--- config.mk ---
export PLATFORM = sky130hd
export DESIGN_NAME = alu_issue_stage
export DESIGN_NICKNAME = d
export VERILOG_FILES = /design/src/rtl/alu_issue_stage.sv
export SDC_FILE = /design/constraint.sdc
export NUM_CORES = 1
export LEC_CHECK = 0
export CORE_AREA = 2 2 220 222
export CTS_BUF_LIST = sky130_fd_sc_hd__clkbuf_4 sky130_fd_sc_hd__clkbuf_8
export CTS_CLUSTER_SIZE = 28
export DETAILED_ROUTE_END_ITERATION = 10
export DIE_AREA = 0 0 222 224
export GPL_TIMING_DRIVEN = 0
export PLACE_DENSITY = 0.75
export SLEW_MARGIN = 10
export SYNTH_ARGS = -nofsm -noshare
export SYNTH_HDL_FRONTEND = slang
export SYNTH_SLANG_ARGS = --single-unit
export TNS_END_PERCENT = 10
--- constraint.sdc ---
create_clock -name clk -period 3.04 [get_ports clk]
set_input_delay 0.304 -clock clk [delete_from_list [all_inputs] [get_ports clk]]
set_output_delay 0.304 -clock clk [all_outputs]
set_load 0.01 [all_outputs]
--- src/rtl/alu_issue_stage.sv ---
// alu_issue_stage: ID/EX stage of the RV64 pipeline.
// It decodes the ID fields into ALU controls, registers the operands, and
// forwards results from EX/MEM and MEM/WB. It also inserts load-use bubbles
// and holds the instruction while the EX stage stalls.
// Optional build macro ALU_ISSUE_PERF_EN adds the bubble_count/stall_count
// saturating counters.
module alu_issue_stage #(
  parameter int XLEN = 64,
  parameter int RA_W = 5
) (
  input  logic            clk,
  input  logic            rst_n,
  input  logic            id_valid,
  output logic            id_ready,
  input  logic [6:0]      id_opcode,
  input  logic [2:0]      id_funct3,
  input  logic            id_funct7b5,
  input  logic [RA_W-1:0] id_rs1,
  input  logic [RA_W-1:0] id_rs2,
  input  logic [RA_W-1:0] id_rd,
  input  logic [XLEN-1:0] id_rs1_data,
  input  logic [XLEN-1:0] id_rs2_data,
  input  logic [XLEN-1:0] id_imm,
  input  logic            flush,
  input  logic            ex_ready,
  input  logic            exmem_reg_write,
  input  logic [RA_W-1:0] exmem_rd,
  input  logic [XLEN-1:0] exmem_result,
  input  logic            memwb_reg_write,
  input  logic [RA_W-1:0] memwb_rd,
  input  logic [XLEN-1:0] memwb_data,
  output logic            ex_valid,
  output logic [XLEN-1:0] ex_a,
  output logic [XLEN-1:0] ex_b,
  output logic [3:0]      ex_alu_op,
  output logic            ex_shift,
  output logic [RA_W-1:0] ex_rd,
  output logic            ex_reg_write,
  output logic            ex_mem_read,
  output logic            ex_mem_write,
  output logic            ex_branch,
  output logic [XLEN-1:0] ex_store_data,
`ifdef ALU_ISSUE_PERF_EN
  output logic [31:0]     bubble_count,
  output logic [31:0]     stall_count,
`endif
  output logic            illegal
);

  localparam logic [3:0] ALU_AND = 4'b0000;
  localparam logic [3:0] ALU_OR  = 4'b0001;
  localparam logic [3:0] ALU_ADD = 4'b0010;
  localparam logic [3:0] ALU_SUB = 4'b0110;
  localparam logic [3:0] ALU_SLT = 4'b0111;

  localparam logic [6:0] OP_R      = 7'b0110011;
  localparam logic [6:0] OP_I      = 7'b0010011;
  localparam logic [6:0] OP_LOAD   = 7'b0000011;
  localparam logic [6:0] OP_STORE  = 7'b0100011;
  localparam logic [6:0] OP_BRANCH = 7'b1100011;

  typedef enum logic [1:0] {EMPTY, FULL, BUBBLE} state_t;

  state_t state_p1, state_nxt;

  // Decoded fields of the ID instruction
  logic [3:0] dec_alu_op;
  logic       dec_shift, dec_b_imm, dec_rs2_used, dec_reg_write;
  logic       dec_mem_read, dec_mem_write, dec_branch, dec_illegal;
  logic [3:0] f3_op;
  logic       f3_shift, f3_ok;

  // EX-side registers
  logic [RA_W-1:0] rs1_p1, rs2_p1, rd_p1;
  logic [XLEN-1:0] a_p1, s2_p1, imm_p1;
  logic [3:0]      alu_op_p1;
  logic            b_imm_p1, shift_p1, rw_p1, mr_p1, mw_p1, br_p1, illegal_p1;
  logic            vld_p1;

  // Control-path strobes
  logic hazard, load_en, hold_en, clr_ctl, illegal_nxt;
  logic fwd1_ex, fwd1_wb, fwd2_ex, fwd2_wb;
  logic [XLEN-1:0] fwd_a, fwd_s2;

  // Translate opcode/funct3/funct7b5 into ALU controls and operand select
  always_comb begin
    f3_op    = ALU_ADD;
    f3_shift = 1'b0;
    f3_ok    = 1'b1;
    case (id_funct3)
      3'b000:  f3_op = ALU_ADD;
      3'b111:  f3_op = ALU_AND;
      3'b110:  f3_op = ALU_OR;
      3'b010:  f3_op = ALU_SLT;
      3'b001:  f3_shift = 1'b1;
      default: f3_ok = 1'b0;
    endcase

    dec_alu_op    = ALU_ADD;
    dec_shift     = 1'b0;
    dec_b_imm     = 1'b0;
    dec_rs2_used  = 1'b0;
    dec_reg_write = 1'b0;
    dec_mem_read  = 1'b0;
    dec_mem_write = 1'b0;
    dec_branch    = 1'b0;
    dec_illegal   = 1'b0;
    case (id_opcode)
      OP_R: begin
        dec_alu_op    = (id_funct3 == 3'b000 && id_funct7b5) ? ALU_SUB : f3_op;
        dec_shift     = f3_shift;
        dec_rs2_used  = 1'b1;
        dec_reg_write = (id_rd != '0);
        dec_illegal   = ~f3_ok;
      end
      OP_I: begin
        dec_alu_op    = f3_op;
        dec_shift     = f3_shift;
        dec_b_imm     = 1'b1;
        dec_reg_write = (id_rd != '0);
        dec_illegal   = ~f3_ok;
      end
      OP_LOAD: begin
        dec_b_imm     = 1'b1;
        dec_mem_read  = 1'b1;
        dec_reg_write = 1'b1;
      end
      OP_STORE: begin
        dec_b_imm     = 1'b1;
        dec_rs2_used  = 1'b1;
        dec_mem_write = 1'b1;
      end
      OP_BRANCH: begin
        dec_alu_op   = ALU_SUB;
        dec_rs2_used = 1'b1;
        dec_branch   = 1'b1;
      end
      default: dec_illegal = 1'b1;
    endcase
  end

  assign vld_p1 = (state_p1 == FULL);

  // A load in EX cannot supply its data to the instruction right behind it
  assign hazard = vld_p1 && mr_p1 && (rd_p1 != '0) &&
                  ((rd_p1 == id_rs1) || (dec_rs2_used && (rd_p1 == id_rs2)));

  // EX/MEM wins over MEM/WB; x0 is never forwarded
  assign fwd1_ex = exmem_reg_write && (exmem_rd != '0) && (exmem_rd == rs1_p1);
  assign fwd1_wb = memwb_reg_write && (memwb_rd != '0) && (memwb_rd == rs1_p1);
  assign fwd2_ex = exmem_reg_write && (exmem_rd != '0) && (exmem_rd == rs2_p1);
  assign fwd2_wb = memwb_reg_write && (memwb_rd != '0) && (memwb_rd == rs2_p1);
  assign fwd_a   = fwd1_ex ? exmem_result : (fwd1_wb ? memwb_data : a_p1);
  assign fwd_s2  = fwd2_ex ? exmem_result : (fwd2_wb ? memwb_data : s2_p1);

  // Next-state and handshake: flush, then stall, then hazard, then accept
  always_comb begin
    state_nxt   = state_p1;
    id_ready    = 1'b0;
    load_en     = 1'b0;
    hold_en     = 1'b0;
    clr_ctl     = 1'b0;
    illegal_nxt = 1'b0;
    if (flush) begin
      state_nxt = EMPTY;
      clr_ctl   = 1'b1;
    end else if (state_p1 == FULL && !ex_ready) begin
      hold_en = 1'b1;
    end else if (hazard && id_valid && (ex_ready || !vld_p1)) begin
      state_nxt = BUBBLE;
      clr_ctl   = 1'b1;
    end else begin
      id_ready = 1'b1;
      if (id_valid) begin
        load_en = 1'b1;
        if (dec_illegal) begin
          state_nxt   = EMPTY;
          clr_ctl     = 1'b1;
          illegal_nxt = 1'b1;
        end else begin
          state_nxt = FULL;
        end
      end else begin
        state_nxt = EMPTY;
        clr_ctl   = 1'b1;
      end
    end
  end

  // State register
  always_ff @(posedge clk or negedge rst_n) begin
    if (!rst_n) state_p1 <= EMPTY;
    else        state_p1 <= state_nxt;
  end

  // ---- ID -> EX boundary: operand and control registers ----
  always_ff @(posedge clk or negedge rst_n) begin
    if (!rst_n) begin
      rs1_p1     <= '0;
      rs2_p1     <= '0;
      rd_p1      <= '0;
      a_p1       <= '0;
      s2_p1      <= '0;
      imm_p1     <= '0;
      alu_op_p1  <= '0;
      b_imm_p1   <= 1'b0;
      shift_p1   <= 1'b0;
      rw_p1      <= 1'b0;
      mr_p1      <= 1'b0;
      mw_p1      <= 1'b0;
      br_p1      <= 1'b0;
      illegal_p1 <= 1'b0;
    end else begin
      illegal_p1 <= illegal_nxt;
      if (hold_en) begin
        // Keep forwarded values alive after their producer retires
        a_p1  <= fwd_a;
        s2_p1 <= fwd_s2;
      end else if (load_en) begin
        rs1_p1    <= id_rs1;
        rs2_p1    <= id_rs2;
        rd_p1     <= id_rd;
        a_p1      <= id_rs1_data;
        s2_p1     <= id_rs2_data;
        imm_p1    <= id_imm;
        alu_op_p1 <= dec_alu_op;
        b_imm_p1  <= dec_b_imm;
        shift_p1  <= dec_shift;
      end
      if (load_en && !dec_illegal) begin
        rw_p1 <= dec_reg_write;
        mr_p1 <= dec_mem_read;
        mw_p1 <= dec_mem_write;
        br_p1 <= dec_branch;
      end else if (clr_ctl) begin
        rw_p1 <= 1'b0;
        mr_p1 <= 1'b0;
        mw_p1 <= 1'b0;
        br_p1 <= 1'b0;
      end
    end
  end

  assign ex_valid      = vld_p1;
  assign ex_a          = fwd_a;
  assign ex_b          = b_imm_p1 ? imm_p1 : fwd_s2;
  assign ex_store_data = fwd_s2;
  assign ex_alu_op     = alu_op_p1;
  assign ex_shift      = shift_p1;
  assign ex_rd         = rd_p1;
  assign ex_reg_write  = rw_p1;
  assign ex_mem_read   = mr_p1;
  assign ex_mem_write  = mw_p1;
  assign ex_branch     = br_p1;
  assign illegal       = illegal_p1;

`ifdef ALU_ISSUE_PERF_EN
  function automatic logic [31:0] sat_inc(input logic [31:0] v);
    return (v == 32'hFFFF_FFFF) ? v : v + 32'd1;
  endfunction

  // Saturating counts of inserted bubbles and EX stall cycles
  always_ff @(posedge clk or negedge rst_n) begin
    if (!rst_n) begin
      bubble_count <= '0;
      stall_count  <= '0;
    end else begin
      if (state_nxt == BUBBLE && state_p1 != BUBBLE) bubble_count <= sat_inc(bubble_count);
      else if (state_nxt == BUBBLE && !hold_en)      bubble_count <= sat_inc(bubble_count);
      if (state_p1 == FULL && !ex_ready)             stall_count  <= sat_inc(stall_count);
    end
  end
`endif

endmodule

==> results.cfg <==
[synthesis]
syn-num-nets = 2271
synth_fa_ha_area_share_pct = 0
ys.flop_type = dfrtp_1
synth_top_family_by_area = compound AO/OA/AOI/OAI gates
ys_async_sr_fraction_pct = 100.0
syn_area_um2 = 16720
yosys_register_bits = 219
yosysUniqueCellTypes = 51
avgSynthCellArea_um2 = 8.763
muxShareOfSynthArea_pct = 10.02
synthSimpleGateAreaFrac_pct = 13.13
ys_warn_count = 0
synth_compound_area_share_pct = 31.58
postSynthCellCount = 1908
synth_edf_count = 0
synth_xor_area_share_pct = 1.624
ys_seq_area_share_pct = 32.78

[cts]
clk_root_buffer_cell = clkbuf_8
htree_levels = 2
cts.clk_slew.worst_paths_ps = 50
cts_sinks = 219
clk_latency_ps = 650
cts_tree = built
cts_buffer_depth = 3
numCtsBuffers = 46

[worst_setup_path]
cp-end-kind = primary output
cp.arrival_ps = 3020
cp.required_ps = 2740
critPathMostFrequentCell = buf_4
crit_family = buffers and inverters
critPathBufInv = 5
worstPathCellList = dlygate4sd2_1, or4_4, o21a_4, clkbuf_8, buf_4, nand4_1, a31oi_4, buf_4, mux2_2, clkdlybuf4s15_2
start_kind = input pin
cpPeakStageDelay_ps = 610
timing_worst_setup_path_type = input pin to primary output
cp_max_fo = 10
slowest_stage = or4_4

[timing]
setup_ws_ps = -287.8
worst_slew_pin_slew_ps = 967.0
finalSetupViolCount = 132
skew_ps = 39.43
slew_headroom_pct = 35.54
min_period_over_period_pct = 109.5
clock.fmax_mhz = 300.5
maxSlewViolCount = 0
rsz0062_at_grt = true
period_minus_slack_ps = 3328
final.setup.tns_ps = -13200
whs_ps = 84.23
final_hold_viol_count = 0

[finish]
area_delta_synth_final_pct = 64.16
drive_above_1_share_pct = 29.16
stdcell_count = 3310
post-route-cell-area_um2 = 27450
most-common-layout-cells = 373 x clkdlybuf4s50_1, 213 x dfrtp_1, 183 x inv_1
fin_nets = 3025
final_common_cell = clkdlybuf4s50_1
fill_cells = 4185

[placed_design]
dp_hpwl_mm = 72.72
globalplace.congestion = 0.9849
port_buffers = 569
dp_cells = 3095
placed_cell_area_um2 = 23270

[detailed_routing]
detail_route.vias_per_cell = 6.528
num_vias = 21610
ant_nets = 0
drc = 0
drt-total-wl_mm = 100.1
drt_pass1_iterations = 9
drt_iter0_markers = 2738
routedWlPerCell_um = 30.23

[die]
num_rows = 80
die_area_um2 = 49730
dieWidth_um = 222
coreArea_um2 = 47350
start_util_pct = 35.31
die-height_um = 224
boundaryPins = 572

[pwr]
cellPowerDensity_nw_per_um2 = 464.6
total_power_uw = 12750
ir_drop_mv = 0.3911
power.leakage_uw = 0.01080

[job]
maxCapViolCount = 0

[min_path]
hold_class = input pin to flop

[global_routing]
grt-ovfl-total = 0
grt_max_degree = 97
grt_pass1_wl_mm = 142.6
grt.total_usage_pct = 38.35
antenna_found_initial = 7
grt_pass1_vias = 21540

[run_status]
status = finished with violations
violations = negative setup slack
-- metrics by stage --
stage	utilization [%]	setup slack (ps)
detailed placement	49.15	-1852
CTS	56.05	-271.2
finish	57.97	-287.8
floorplan	-	702.4
global placement	48.97	-8676
global route	57.96	-307.3
-- flip-flops by register name, indices dropped and copies added (netlist names) --
register	cells
ex_rd	5
rs2_p1	5
ex_shift	1
imm_p1	64
ex_branch	1
b_imm_p1	1
rs1_p1	5
state_p1	2
ex_alu_op	3
illegal	1
s2_p1	64
a_p1	64
ex_reg_write	1
ex_mem_write	1
ex_mem_read	1
-- cells in the mapped netlist (11+ instances only) --
cell        n  area (um^2)
nand4b_1   13        113.9
xor2_1     11        96.34
buf_2      25        125.1
clkbuf_1  168        630.6
nand2_1   121        454.2
a311o_1    13        130.1
a31oi_1   129        807.0
o31a_1    115         1007
buf_1      36        135.1
nor4_1     15        93.84
o211ai_1  129        968.4
o31ai_1    14        105.1
nor3_1    117        585.6
xnor2_1    20        175.2
o311ai_0  114        998.5
buf_6      15        168.9
o311ai_1  129         1130
dfrtp_1   219         5480
mux2_2    139         1565
inv_1     183        686.9
nand4_1   119        744.5
-- worst min-delay path, cell delays in order --
cell,delay (ps)
buf_2,160
nand4_1,100
mux2_2,140
-- repair_timing --
| action | 4_1_cts | 5_1_grt |
|---|---|---|
| buffers inserted | 105 | 38 |
| gates cloned | 4 | 5 |
| hold buffers | 2 | 0 |
| endpoints found under the hold margin | 55 | 0 |
| pin swaps | 80 | 67 |
| setup endpoints to repair | 394 | 350 |
| resized for setup | 769 | 296 |
-- logic make-up after synthesis --
logic type | Yosys count
AND/OR/NAND/NOR | 413
AO/OA/AOI/OAI | 659
buffers and inverters | 436
other | 1
XOR/XNOR | 31
multiplexers | 149
flip-flops | 219
-- path summary, 6_finish.rpt --
path                       slack, ps    startpoint            to  cells past startpoint
hold / removal                    80  id_opcode[4]  ex_alu_op[1]                      3
setup reg to reg                 -70   state_p1[0]     s2_p1[33]                      8
min in group asynchronous        200         rst_n      a_p1[15]                      2
max in group asynchronous       1860         rst_n     rs2_p1[2]                      3
setup / recovery                -290   memwb_rd[1]      ex_b[54]                     10
hold reg to reg                  490     ex_branch     ex_branch                      2
-- routing by layer --
layer	vias up	part of all wire, %	track usage (%)
li1	9077	-	-
met1	10550	37	46.88
met2	1605	46	62.09
met3	364	11	9.955
met4	12	6.1	20.53
met5	-	0.080	0
-- power breakdown --
| group | internal, uW | leakage, uW | switching [uW] | total (uW) |
|---|---|---|---|---|
| Clock | 1860 | 0.000497 | 1550 | 3410 |
| Sequential | 3320 | 0.00266 | 217 | 3530 |
| Combinational | 2700 | 0.00764 | 3120 | 5810 |
-- area by class of cell --
cell class                      instances  area, um^2  area share, %
Clock inverter                          7       43.79         0.1595
Timing Repair Buffer                  717        6902          25.14
Buffer                                242        1836          6.687
Sequential cell                       219        5488          19.99
Tap cell                              615       769.5          2.803
Multi-Input combinational cell       1253       10820          39.42
Antenna cell                            3       7.507        0.02735
Inverter                              183       686.9          2.503
Clock buffer                           71       895.9          3.264
Note: power is estimated with default switching activity, not from simulation.
